File: src/rtl/rx_deframer_auth.sv
// rx_deframer_auth: receive-side deframer. Splits a decrypted frame into message,
// counter and auth tag, verifies the tag, enforces a strictly increasing counter,
// and hands accepted plaintext downstream on a valid/ready handshake.
module rx_deframer_auth #(
    parameter int unsigned MSG_WIDTH         = 488,
    parameter int unsigned FRAMER_CNTR_WIDTH = 16,
    parameter int unsigned FRAMER_AUTH_WIDTH = 8,
    parameter int unsigned DROP_CNT_WIDTH    = 8
) (
    input  logic                                                          clk,
    input  logic                                                          resetN,
    input  logic                                                          valid_in,
    output logic                                                          ready_out,
    input  logic [MSG_WIDTH+FRAMER_CNTR_WIDTH+FRAMER_AUTH_WIDTH-1:0]      frame_in,
    input  logic                                                          ready_in,
    output logic                                                          valid_out,
    output logic [MSG_WIDTH-1:0]                                          plaintext_data_out,
    output logic                                                          auth_fail,
    output logic                                                          replay_fail,
    output logic [DROP_CNT_WIDTH-1:0]                                     drop_cnt
);

    localparam int unsigned FRAMED_TOTAL_WIDTH = MSG_WIDTH + FRAMER_CNTR_WIDTH + FRAMER_AUTH_WIDTH;
    localparam int unsigned N_CHUNKS           = (MSG_WIDTH + FRAMER_CNTR_WIDTH) / FRAMER_AUTH_WIDTH;

    typedef enum logic [1:0] {
        S_IDLE   = 2'd0,
        S_CHECK  = 2'd1,
        S_OUTPUT = 2'd2,
        S_DROP   = 2'd3
    } state_t;

    state_t                          r_state;
    logic [FRAMED_TOTAL_WIDTH-1:0]   r_frame;
    logic                            r_chk_stage;
    logic                            r_auth_bad;
    logic                            r_is_replay;
    logic [FRAMER_CNTR_WIDTH-1:0]    r_last_cntr;
    logic                            r_seen;
    logic                            r_ready;
    logic                            r_valid;
    logic [MSG_WIDTH-1:0]            r_data;
    logic                            r_auth_fail;
    logic                            r_replay_fail;
    logic [DROP_CNT_WIDTH-1:0]       r_drop_cnt;

    logic [MSG_WIDTH-1:0]            w_msg;
    logic [FRAMER_CNTR_WIDTH-1:0]    w_cntr;
    logic [FRAMER_AUTH_WIDTH-1:0]    w_auth;
    logic [FRAMER_AUTH_WIDTH-1:0]    w_exp_tag;
    logic [DROP_CNT_WIDTH-1:0]       w_drop_next;

    assign w_msg  = r_frame[FRAMED_TOTAL_WIDTH-1 -: MSG_WIDTH];
    assign w_cntr = r_frame[FRAMER_AUTH_WIDTH +: FRAMER_CNTR_WIDTH];
    assign w_auth = r_frame[FRAMER_AUTH_WIDTH-1:0];

    // Saturating increment of the dropped-frame counter
    assign w_drop_next = (r_drop_cnt == {DROP_CNT_WIDTH{1'b1}}) ? r_drop_cnt
                                                                : r_drop_cnt + DROP_CNT_WIDTH'(1);

    // Expected tag: XOR of every auth-width chunk of {msg, cntr}
    always_comb begin
        w_exp_tag = '0;
        for (int i = 0; i < int'(N_CHUNKS); i++) begin
            w_exp_tag = w_exp_tag ^ r_frame[FRAMER_AUTH_WIDTH + i*FRAMER_AUTH_WIDTH +: FRAMER_AUTH_WIDTH];
        end
    end

    // Frame FSM: accept, check (tag/replay flags registered, then decide), output or drop
    always_ff @(posedge clk) begin
        if (!resetN) begin
            r_state       <= S_IDLE;
            r_frame       <= '0;
            r_chk_stage   <= 1'b0;
            r_auth_bad    <= 1'b0;
            r_is_replay   <= 1'b0;
            r_last_cntr   <= '0;
            r_seen        <= 1'b0;
            r_ready       <= 1'b0;
            r_valid       <= 1'b0;
            r_data        <= '0;
            r_auth_fail   <= 1'b0;
            r_replay_fail <= 1'b0;
            r_drop_cnt    <= '0;
        end else begin
            r_auth_fail   <= 1'b0;
            r_replay_fail <= 1'b0;
            case (r_state)
                S_IDLE: begin
                    if (valid_in && r_ready) begin
                        r_frame     <= frame_in;
                        r_ready     <= 1'b0;
                        r_chk_stage <= 1'b0;
                        r_state     <= S_CHECK;
                    end else begin
                        r_ready <= 1'b1;
                    end
                end
                S_CHECK: begin
                    if (!r_chk_stage) begin
                        // Register the wide XOR reduction and compare before deciding
                        r_chk_stage <= 1'b1;
                        r_auth_bad  <= (w_exp_tag != w_auth);
                        r_is_replay <= r_seen && (w_cntr <= r_last_cntr);
                    end else if (r_auth_bad) begin
                        // Auth failure wins; counter history is left untouched
                        r_auth_fail <= 1'b1;
                        r_drop_cnt  <= w_drop_next;
                        r_state     <= S_DROP;
                    end else if (r_is_replay) begin
                        r_replay_fail <= 1'b1;
                        r_drop_cnt    <= w_drop_next;
                        r_state       <= S_DROP;
                    end else begin
                        r_last_cntr <= w_cntr;
                        r_seen      <= 1'b1;
                        r_data      <= w_msg;
                        r_valid     <= 1'b1;
                        r_state     <= S_OUTPUT;
                    end
                end
                S_OUTPUT: begin
                    if (ready_in) begin
                        r_valid <= 1'b0;
                        r_ready <= 1'b1;
                        r_state <= S_IDLE;
                    end
                end
                S_DROP: begin
                    r_ready <= 1'b1;
                    r_state <= S_IDLE;
                end
                default: begin
                    r_ready <= 1'b0;
                    r_state <= S_IDLE;
                end
            endcase
        end
    end

    assign ready_out          = r_ready;
    assign valid_out          = r_valid;
    assign plaintext_data_out = r_data;
    assign auth_fail          = r_auth_fail;
    assign replay_fail        = r_replay_fail;
    assign drop_cnt           = r_drop_cnt;

endmodule

File: config.mk
export PLATFORM = sky130hd
export DESIGN_NAME = rx_deframer_auth
export DESIGN_NICKNAME = d
export VERILOG_FILES = /design/src/rtl/rx_deframer_auth.sv
export SDC_FILE = /design/constraint.sdc
export NUM_CORES = 2
export LEC_CHECK = 0
export ABC_AREA = 1
export CORE_AREA = 2 2 391 393
export CTS_CLUSTER_SIZE = 20
export DETAILED_ROUTE_END_ITERATION = 8
export DIE_AREA = 0 0 393 395
export PLACE_DENSITY = 0.51
export REMOVE_ABC_BUFFERS = 1
export SETUP_SLACK_MARGIN = 0.02
export SLEW_MARGIN = 10
export SYNTH_ARGS = -nofsm -noshare
export SYNTH_HDL_FRONTEND = slang
export SYNTH_SLANG_ARGS = --single-unit
File: constraint.sdc
create_clock -name clk -period 1.6 [get_ports clk]
set_input_delay 0.32 -clock clk [delete_from_list [all_inputs] [get_ports clk]]
set_output_delay 0.32 -clock clk [all_outputs]
set_load 0.005 [all_outputs]
==> run metrics <==
WHS Endpoint r_frame[99]; Gate power share 0.406; global placement routability congestion about 0.87; P_sw 38.6 mW; Worst path slowest cell dfxtp_4; final period utilization 1.33; Avg Cell Area, Syn 7.34 um2; hold path depth 3; synthesized area about 42000 um2; clock group share of total power 0.277; Worst R2R Path Depth 17; flops & latches, synth between 1k and 1.5k; leakage power roughly 32 nW; Total Neg Setup Slack -126430 ps; initial antenna violation count 46; Initial Utilization 0.279; Setup crit start kind register; Reg clk slew, reported paths roughly 60 ps; I/O Buffers approximately 1k; Syn-to-layout area delta 66.3%; most frequent cells in the layout 1215 x nor2_1, 747 x o21ai_0, 672 x nand2_1, 665 x buf_4, 528 x dfxtp_1; layout cells sized above 1 0.357; Clock Sinks 1034; Sequential Power Share 0.316; critical path type reg -> reg; RSZ-0062 raised after global routing true; Setup-failing EPs final ~860; failing checks setup timing; first-pass GRT wire length 258000 um; Die Y 395 um; All-Layer GR Usage 0.218; Critical Path AT about 2800 ps; max_cap viols 0; Pwr Density around 1500 nW/um2; wire per inst roughly 20 um; most common cell after layout, fill and taps aside nor2_1; Via density between 4 and 5; Die ar. roughly 160000 um2; CTS Root Cell clkbuf_16; outcome finished, violations left; placed wire-length estimate approximately 130000 um; Worst Hold Launch frame_in[99]; Final Hold Vio Count 0; max-slew violation count 0; TritonCTS clock tree done; Layout Cells excl Fill ~9.6k; Least-Margin Pin Slew ~630 ps; Final #Nets roughly 8.0k; Worst VDD drop between 0.0009 and 0.001 V; relative max-transition margin 0.577; Post-Place Cells slightly above 9k; post-synthesis sequential area ratio 0.491; vias in the first global route ~42k; drc violations 0; Required @ worst endpoint about 2200 ps; Critical Path Max Stage Delay between 300 and 400 ps; RR Startpoint r_frame[216]; Pint approximately 67 mW; router iterations before antenna repair 7; die width just under 400 um; DRT iter0 DRCs 2177; number of CTS-inserted buffers about 120; Routed Wire Length roughly 190000 um; largest net degree at the start of global routing roughly 80; Mapped Cells around 5.7k; Core ar. about 150000 um2; CP most frequent cell nand2_1; overflow left after global routing 0; Synth Warn # 0; Fill cells 14.9k; final worst slack -530 ps; switching share of power 0.365; DR vias about 44k; H-tree depth 3; CP Cell Sequence xor2_1 -> nand2_1 -> nand2_1 -> nand2_2 -> nand2_2 -> nand2_2 -> nand2_4 -> xor2_1 -> nand2_1 -> nand2_4 -> inv_1 -> nand2_1 -> nand3_2 -> nor2_4 -> nand3_2 -> nand2_1 -> inv_1; HP Class in -> reg; reg-to-reg slack, setup -530 ps; PnR Total Power about 110 mW; post-synth cell types 31; minimum clock period roughly 2100 ps; site row count around 140; clock skew approximately 35 ps; Clock Latency Late Sink 740 ps; Multi-input gate area 21200 um2; Reg area 21400 um2; Post-Layout Inst Area ~70000 um2; CTS Buffer Depth 3; f_max about 0.47 GHz; reg-to-reg endpoint r_auth_bad; Top Ports approximately 1.0k; post-route ant nets 0; placed cell area about 60000 um2; crit path max fanout 3; CP Capture Type register
## worst max-delay path, delay by kind of cell, from the launching register on
kind,cells,cell delay [ps]
XOR/XNOR,2,330
flip-flops,1,380
AND/OR/NAND/NOR,13,1220
buffers and inverters,2,80
## Yosys cell counts (all sizes together)
cell | number | area, um2
or2 | 10 | 62.6
nand2b | 5 | 31.3
nand3b | 28 | 210
nand3 | 143 | 716
o21bai | 1 | 7.51
nand4 | 9 | 56.3
inv | 353 | 1330
nor3 | 7 | 46.3
o211ai | 1 | 7.51
o21ai | 1023 | 5120
nor2 | 1349 | 5070
ha | 17 | 213
clkbuf | 309 | 1160
xnor2 | 161 | 1410
buf | 30 | 158
o221ai | 1 | 8.76
a211oi | 2 | 15.0
nand2 | 751 | 2830
a21oi | 386 | 1930
o21a | 2 | 15.0
a221oi | 1 | 8.76
dfxtp | 1034 | 20700
nor4 | 1 | 6.26
xor2 | 115 | 1010
## cell type report
class	instances	share of cell area
timing repair inverter	2	0.000715
timing repair buffer	1948	0.274
antenna	13	0.000465
tap	2030	0.0363
inverter	353	0.0195
sequential	1034	0.306
clock inverter	51	0.0104
clock buffer	170	0.0497
multi-input combinational	4013	0.303
## timing repair
| item | in CTS | in global routing |
|---|---|---|
| setup endpoints to repair | 1420 | 1065 |
| hold buffers | 1 | 0 |
| endpoints found under the hold margin | 1 | 0 |
| pin swaps | 34 | 240 |
| setup buffers | 21 | 67 |
| gates cloned | 27 | 96 |
| gates resized for setup | 2850 | 995 |
## worst max path at each step
stage,startpoint,cells after the start,slack (ps),to
floorplan,ready_out,5,-32740,r_frame[100]
global placement,r_frame[216],20,-1090,r_auth_bad
detailed placement,r_frame[216],17,-1060,r_auth_bad
CTS,r_frame[324],19,-590,r_auth_bad
global route,r_frame[47],16,-740,r_auth_bad
finish,r_frame[216],17,-530,r_auth_bad
## flip-flops by register name, summed over array words and instances (netlist names)
name and flops:
r_is_replay 1, valid_out 1, r_chk_stage 1, ready_out 1
r_state 2, replay_fail 1, drop_cnt 8, r_last_cntr 16
plaintext_data_out 488, r_frame 512, r_seen 1, auth_fail 1
r_auth_bad 1
## cell families (layout without fill, tap and decap cells)
logic type,Yosys count,in the layout,synth area share
flops,1034,1034,0.491
xor+xnor,276,276,0.0574
simple gates,2303,2303,0.214
buf+inv,692,2524,0.0627
compound gates,1417,1417,0.169
other cells,0,13,0
fa+ha+maj,17,17,0.00505
## stage by stage
stage	hold WS, ps	worst slack, ps	utilization
6_report	160	-530	0.463
3_5_place_dp	448	-1060	0.397
2_1_floorplan	433	-32740	-
3_3_place_gp	443	-1090	0.397
4_1_cts	96.5	-589	0.428
5_1_grt	121	-736	0.463
## power groups by stage
stage	clock (mW)	combinational, mW	sequential [mW]
2_1_floorplan	0	9.04	29.7
3_3_place_gp	0	37.1	33.2
3_5_place_dp	0	37.2	33.2
4_1_cts	29.9	39.2	33.1
5_1_grt	31.0	47.7	33.9
6_report	29.3	43.0	33.4
## per-layer routing
layer,track usage,wire length [um],up-vias
met5,0,412,-
met4,0.0766,6310,66
met3,0.0544,12800,329
met2,0.369,92500,1198
met1,0.267,80800,20800
li1,-,-,22000
Note: power is estimated with default switching activity, not from simulation.
